**config.mk**
```make
export PLATFORM = sky130hd
export DESIGN_NAME = mmio_io_hub
export DESIGN_NICKNAME = d
export VERILOG_FILES = /design/src/rtl/mmio_io_hub_pkg.sv /design/src/rtl/mmio_io_hub_sync_fifo.sv /design/src/rtl/mmio_io_hub.sv
export SDC_FILE = /design/constraint.sdc
export NUM_CORES = 1
export LEC_CHECK = 0
export ABC_AREA = 0
export ABC_CLOCK_PERIOD_IN_PS = 2510
export BUFFER_PORTS_ARGS = -buffer_cell sky130_fd_sc_hd__buf_2
export CAP_MARGIN = 30
export CORE_MARGIN = 4
export CORE_UTILIZATION = 55
export CTS_BUF_LIST = sky130_fd_sc_hd__clkbuf_2
export DETAILED_ROUTE_END_ITERATION = 8
export GPL_TIMING_DRIVEN = 0
export PLACE_DENSITY = 0.83
export SLEW_MARGIN = 40
export SYNTH_ARGS = -nofsm -noshare
export SYNTH_HDL_FRONTEND = slang
export SYNTH_SLANG_ARGS = --single-unit
```
**constraint.sdc**
```tcl
create_clock -name clk -period 2.51 [get_ports clk]
set_input_delay 0.1255 -clock clk [delete_from_list [all_inputs] [get_ports clk]]
set_output_delay 0.1255 -clock clk [all_outputs]
set_load 0.02 [all_outputs]
```
**src/rtl/mmio_io_hub_pkg.sv**
```systemverilog
// Register indices, KSTAT/CTRL bit positions and the KSTAT packing helper
// shared by the MMIO hub and its bench.
package mmio_io_hub_pkg;

  localparam logic [3:0] REG_SW     = 4'd0;
  localparam logic [3:0] REG_BTNLV  = 4'd1;
  localparam logic [3:0] REG_BTNEDG = 4'd2;
  localparam logic [3:0] REG_KSTAT  = 4'd3;
  localparam logic [3:0] REG_KDATA  = 4'd4;
  localparam logic [3:0] REG_LED    = 4'd5;
  localparam logic [3:0] REG_SEG    = 4'd6;
  localparam logic [3:0] REG_CTRL   = 4'd7;
  localparam logic [3:0] REG_TIMER  = 4'd8;

  localparam int KSTAT_NOT_EMPTY = 0;
  localparam int KSTAT_FULL      = 1;
  localparam int KSTAT_OVF       = 2;
  localparam int KSTAT_CNT_LSB   = 8;

  localparam int CTRL_SEG_BASE   = 0;
  localparam int CTRL_OVF_CLR    = 1;

  function automatic logic [31:0] pack_kstat(input logic       not_empty,
                                             input logic       full,
                                             input logic       ovf,
                                             input logic [7:0] cnt);
    logic [31:0] v;
    v                        = '0;
    v[KSTAT_NOT_EMPTY]       = not_empty;
    v[KSTAT_FULL]            = full;
    v[KSTAT_OVF]             = ovf;
    v[KSTAT_CNT_LSB +: 8]    = cnt;
    return v;
  endfunction

endpackage

```
**src/rtl/mmio_io_hub_sync_fifo.sv**
```systemverilog
// Keyboard code FIFO: power-of-two depth, count 0..DEPTH, simultaneous
// push/pop at full keeps both; a push into a full FIFO without a pop is dropped.
module mmio_io_hub_sync_fifo #(
  parameter int WIDTH = 5,
  parameter int DEPTH = 8
) (
  input  logic                     clk,
  input  logic                     rstn,
  input  logic                     push,
  input  logic                     pop,
  input  logic [WIDTH-1:0]         din,
  output logic [WIDTH-1:0]         head,
  output logic [$clog2(DEPTH):0]   count,
  output logic                     full,
  output logic                     empty,
  output logic                     ovf_pulse
);

  localparam int AW = $clog2(DEPTH);
  localparam int CW = AW + 1;

  logic [WIDTH-1:0] mem_q [DEPTH];
  logic [AW-1:0]    rd_ptr_q, rd_ptr_d;
  logic [AW-1:0]    wr_ptr_q, wr_ptr_d;
  logic [CW-1:0]    count_q,  count_d;
  logic             pop_ok, push_ok;

  assign empty     = (count_q == '0);
  assign full      = (count_q == CW'(DEPTH));
  assign count     = count_q;
  assign head      = mem_q[rd_ptr_q];

  // A pop frees the slot the same edge, so a push at full still lands.
  assign pop_ok    = pop & ~empty;
  assign push_ok   = push & (~full | pop_ok);
  assign ovf_pulse = push & full & ~pop_ok;

  always_comb begin
    rd_ptr_d = rd_ptr_q;
    wr_ptr_d = wr_ptr_q;
    count_d  = count_q;
    if (pop_ok)  rd_ptr_d = rd_ptr_q + 1'b1;
    if (push_ok) wr_ptr_d = wr_ptr_q + 1'b1;
    case ({push_ok, pop_ok})
      2'b10:   count_d = count_q + 1'b1;
      2'b01:   count_d = count_q - 1'b1;
      default: count_d = count_q;
    endcase
  end

  always_ff @(posedge clk) begin
    if (!rstn) begin
      rd_ptr_q <= '0;
      wr_ptr_q <= '0;
      count_q  <= '0;
    end else begin
      rd_ptr_q <= rd_ptr_d;
      wr_ptr_q <= wr_ptr_d;
      count_q  <= count_d;
    end
  end

  // Storage needs no reset: entries are only visible once counted.
  always_ff @(posedge clk) begin
    if (push_ok) mem_q[wr_ptr_q] <= din;
  end

endmodule

```
**src/rtl/mmio_io_hub.sv**
```systemverilog
// Word-addressed MMIO hub for switches, buttons, keyboard FIFO, LEDs and
// seven-segment display. Define MMIO_HUB_TIMER_EN to add the cycle counter at index 8.
module mmio_io_hub
  import mmio_io_hub_pkg::*;
#(
  parameter int SW_W        = 12,
  parameter int NUM_BTN     = 4,
  parameter int KEY_W       = 5,
  parameter int KFIFO_DEPTH = 8,
  parameter int LED_W       = 16
) (
  input  logic               clk,
  input  logic               rstn,
  input  logic               io_rd,
  input  logic               io_wr,
  input  logic [5:0]         addr,
  input  logic [31:0]        wdata,
  output logic [31:0]        rdata,
  input  logic [SW_W-1:0]    sw,
  input  logic [NUM_BTN-1:0] btn,
  input  logic               key_valid,
  input  logic [KEY_W-1:0]   key_code,
  output logic [LED_W-1:0]   led,
  output logic [31:0]        seg_data,
  output logic               seg_base
);

  localparam int CW = $clog2(KFIFO_DEPTH) + 1;

  logic [3:0]         idx;
  logic               rd_eff;
  logic               unused_addr;

  logic [SW_W-1:0]    sw_meta_q,  sw_meta_d;
  logic [SW_W-1:0]    sw_sync_q,  sw_sync_d;
  logic [NUM_BTN-1:0] btn_q,      btn_d;
  logic [NUM_BTN-1:0] btn_edge_q, btn_edge_d;
  logic [LED_W-1:0]   led_q,      led_d;
  logic [31:0]        seg_q,      seg_d;
  logic               seg_base_q, seg_base_d;
  logic               ovf_q,      ovf_d;

  logic               fifo_pop;
  logic [KEY_W-1:0]   fifo_head;
  logic [CW-1:0]      fifo_count;
  logic               fifo_full, fifo_empty, fifo_ovf;

  assign idx         = addr[5:2];
  assign unused_addr = ^addr[1:0];

  // A combined read+write strobe performs the write only.
  assign rd_eff   = io_rd & ~io_wr;
  assign fifo_pop = rd_eff && (idx == REG_KDATA);

  mmio_io_hub_sync_fifo #(
    .WIDTH (KEY_W),
    .DEPTH (KFIFO_DEPTH)
  ) u_kfifo (
    .clk       (clk),
    .rstn      (rstn),
    .push      (key_valid),
    .pop       (fifo_pop),
    .din       (key_code),
    .head      (fifo_head),
    .count     (fifo_count),
    .full      (fifo_full),
    .empty     (fifo_empty),
    .ovf_pulse (fifo_ovf)
  );

  always_comb begin
    sw_meta_d  = sw;
    sw_sync_d  = sw_meta_q;
    btn_d      = btn;
    led_d      = led_q;
    seg_d      = seg_q;
    seg_base_d = seg_base_q;
    // New edges are OR-ed after the clear so an edge in the read cycle survives.
    btn_edge_d = (btn & ~btn_q) |
                 ((rd_eff && (idx == REG_BTNEDG)) ? '0 : btn_edge_q);
    ovf_d      = fifo_ovf |
                 (ovf_q & ~(io_wr && (idx == REG_CTRL) && wdata[CTRL_OVF_CLR]));
    if (io_wr) begin
      case (idx)
        REG_LED:  led_d      = wdata[LED_W-1:0];
        REG_SEG:  seg_d      = wdata;
        REG_CTRL: seg_base_d = wdata[CTRL_SEG_BASE];
        default:  ;
      endcase
    end
  end

  always_ff @(posedge clk) begin
    if (!rstn) begin
      sw_meta_q  <= '0;
      sw_sync_q  <= '0;
      btn_q      <= '0;
      btn_edge_q <= '0;
      led_q      <= '0;
      seg_q      <= '0;
      seg_base_q <= 1'b0;
      ovf_q      <= 1'b0;
    end else begin
      sw_meta_q  <= sw_meta_d;
      sw_sync_q  <= sw_sync_d;
      btn_q      <= btn_d;
      btn_edge_q <= btn_edge_d;
      led_q      <= led_d;
      seg_q      <= seg_d;
      seg_base_q <= seg_base_d;
      ovf_q      <= ovf_d;
    end
  end

`ifdef MMIO_HUB_TIMER_EN
  logic [31:0] timer_q, timer_d;

  always_comb begin
    timer_d = timer_q + 32'd1;
    if (io_wr && (idx == REG_TIMER)) timer_d = '0;
  end

  always_ff @(posedge clk) begin
    if (!rstn) timer_q <= '0;
    else       timer_q <= timer_d;
  end
`endif

  // Read data is driven every cycle; only the side effects depend on io_rd.
  always_comb begin
    rdata = '0;
    case (idx)
      REG_SW:     rdata = 32'(sw_sync_q);
      REG_BTNLV:  rdata = 32'(btn_q);
      REG_BTNEDG: rdata = 32'(btn_edge_q);
      REG_KSTAT:  rdata = pack_kstat(~fifo_empty, fifo_full, ovf_q, 8'(fifo_count));
      REG_KDATA:  rdata = fifo_empty ? '0 : 32'(fifo_head);
      REG_LED:    rdata = 32'(led_q);
      REG_SEG:    rdata = seg_q;
      REG_CTRL:   rdata = {31'b0, seg_base_q};
`ifdef MMIO_HUB_TIMER_EN
      REG_TIMER:  rdata = timer_q;
`endif
      default:    rdata = '0;
    endcase
  end

  assign led      = led_q;
  assign seg_data = seg_q;
  assign seg_base = seg_base_q;

endmodule

```
==> run metrics <==
busiest layer in global routing met2; Compound-Gate Fraction of Synth Area 0.140; global-route wire length before repair 23,900 um; Synthesized Nets 593; Power Density 504 nW/um2; CP Capture Type output pin; most common cell after layout, fill and taps aside buf_2; # DRC 0; Async SR Flop Fraction 0; Simple-Gate Fraction of Synth Area 0.191; PortBufs between 100 and 150; Post-Synth XOR/XNOR Area 0.00314; I/O pin cnt 145; CP Buf/Inv Count 1; post-synthesis cell type count between 50 and 60; final hold viol count 0; clock sinks 135; number of buffers created by CTS 17; CTS root buf clkbuf_2; WL final 15,500 um; register area share after synthesis 0.557; Max Clock Freq 402 MHz; NumNets Final 821; Max rail drop VDD 391 uV; Synth Area in Adders 0.00674; # diodes 0; mux share of post-synthesis cell area 0.0700; Starting Density 0.568; main combinational cell family by area after synthesis simple AND/OR/NAND/NOR gates; CTS tree yes; endpoints failing setup 0; largest net degree at the start of global routing 17; setup tns final 0 ps; Cell Chain, Critical Path or4_4 > nand2_1 > o21ai_0 > a211o_1 > buf_6; H-tree Lvls 4; Layout area overhead 31.8%; unrepaired setup endpoints after global routing yes; GPL Wtd Cong between 0.9 and 1; total global routing overflow 0; FP Rows 36; crit share post-route 0.990; commonest cells after routing, fill and taps aside buf_2, nand2_1, dfxtp_1, dlygate4sd3_1, and2_1; initial antenna violation count 1; Max-slew headroom 0.546; wire per inst 17.3 um; Detail Route Antenna Nets 0; Cell Area, Synth 5570 um2; min Tclk post-route 2490 ps; Post-synth EDFFs 40; worst skew pair latency 680 ps; leakage power total just over 3 nW; GR Util met2 0.459; vias in the first global route 4,894; Via Count 4,928; met3 usage 0.0693; predominant post-synthesis flop cell dfxtp_1; Cell Count, Final, Fillers Out 898; WP data required approximately 2400 ps; crit-path max FO 7; Placed Instances 799; Die Ht 109 um; max incr delay on CP 590 ps; layout cell share with drive strength beyond 1 0.285; gr usage total 0.268; Power Total 3.70 mW; outcome finished, final reports clean; GRT met1 Usage 0.310; Crit Path Class reg -> out; Worst path slowest cell or4_4; final core occ 0.748; Max clock buf depth 2; delay-heaviest family, CP simple AND/OR/NAND/NOR gates; critical path data arrival time 2360 ps; Synth Warn # 0; worst-margin pin slew 679 ps; Max Cap Viol 0; die area 11,800 um2; HP Class in -> reg; number of synthesized register bits 135; max-slew violation count 0; via/cell ratio about 5.5; Die Wd between 100 and 150 um; Initial DRC Count 408; Avg Cell Area, Syn 10.6 um2; Worst-path clk slew 180 ps; core area 9820 um2; total iterations of the first detailed-routing run 6; Syn Inst Count 526; sum of net half-perimeters after detailed placement 10,600 um; crit start category register; clock skew 37.6 ps
layer usage:
| layer | up-vias | share of wire |
|---|---|---|
| li1 | 2308 | - |
| met1 | 2317 | 0.40 |
| met2 | 236 | 0.49 |
| met3 | 65 | 0.075 |
| met4 | 2 | 0.039 |
| met5 | - | 0.00077 |
path summary, 6_finish.rpt:
path,start,to,slack (ps),cells after the start
max reg2reg,u_kfifo.count[1],u_kfifo.count[2],440,9
min reg2reg,sw_meta_q[8],sw_sync_q[8],440,1
min,addr[4],u_kfifo.count[1],110,4
max,u_kfifo.count[3],rdata[0],20,5
flip-flops by register name, summed over array words and instances, names as in the netlist, named ones only:
| name | cells |
|---|---|
| btn_edge_q | 4 |
| btn_q | 4 |
| led | 16 |
| ovf_q | 1 |
| seg_base | 1 |
| seg_data | 32 |
| sw_meta_q | 12 |
| sw_sync_q | 12 |
| u_kfifo.count | 4 |
| u_kfifo.mem_q | 40 |
| u_kfifo.rd_ptr_q | 3 |
| u_kfifo.wr_ptr_q | 3 |
through the flow:
step	instance area, um2	setup WS, ps	hold WS [ps]
after floorplan	5570	595	224
after global placement	6440	178	333
after detailed placement	6440	24.6	335
after CTS	7320	-25.3	47.1
after global routing	7340	-124	75.7
final	7340	24.0	113
cell type report:
class / count / area (um2)
Inverter: 9 / 33.8
Multi-Input combinational cell: 347 / 2320
Timing Repair Buffer: 210 / 1400
Buffer: 34 / 159
Fill cell: 639 / 2470
Tap cell: 133 / 166
Clock buffer: 22 / 110
Clock inverter: 8 / 38.8
Sequential cell: 135 / 3110
worst reg2reg max path: cells and delay by family, from the launching register on:
family	cells	cell delay, ps
AO/OA/AOI/OAI	3	700
multiplexers	1	210
AND/OR/NAND/NOR	3	320
buffers and inverters	1	190
adder cells (fa/ha/maj)	1	240
flip-flops	1	350
cells in the mapped netlist (all sizes together) (4+ instances only):
library cell / instances / area (um2)
nand2: 118 / 443
a222oi: 6 / 60.1
o21ai: 14 / 70.1
edfxtp: 40 / 1200
a22o: 4 / 35.0
nor2b: 6 / 37.5
and2: 46 / 288
clkbuf: 23 / 87.6
mux4: 11 / 248
nand2b: 6 / 37.5
nor2: 14 / 52.6
inv: 9 / 33.8
buf: 12 / 58.8
mux2i: 12 / 120
nand3: 8 / 40.0
a21oi: 4 / 20.0
a22oi: 10 / 75.1
a21boi: 51 / 387
dfxtp: 95 / 1900
power breakdown:
group | total, mW | switching (mW) | internal, mW
Clock | 0.960 | 0.709 | 0.250
Sequential | 2.33 | 0.0302 | 2.30
Combinational | 0.407 | 0.206 | 0.201
Total | 3.70 | 0.946 | 2.75
cell families after synthesis:
kind of cell / count (synthesis)
XOR/XNOR: 2
flip-flops: 135
buffers and inverters: 44
adder cells (fa/ha/maj): 3
multiplexers: 25
AO/OA/AOI/OAI: 102
AND/OR/NAND/NOR: 215
what timing repair did:
item	CTS	global route
pin swaps	4	0
buffers inserted	3	1
endpoints found under the hold margin	117	0
hold buffers	66	0
gates resized for setup	18	4
endpoints found under the setup margin	5	11
No activity file was read; power rests on OpenSTA's default activity.
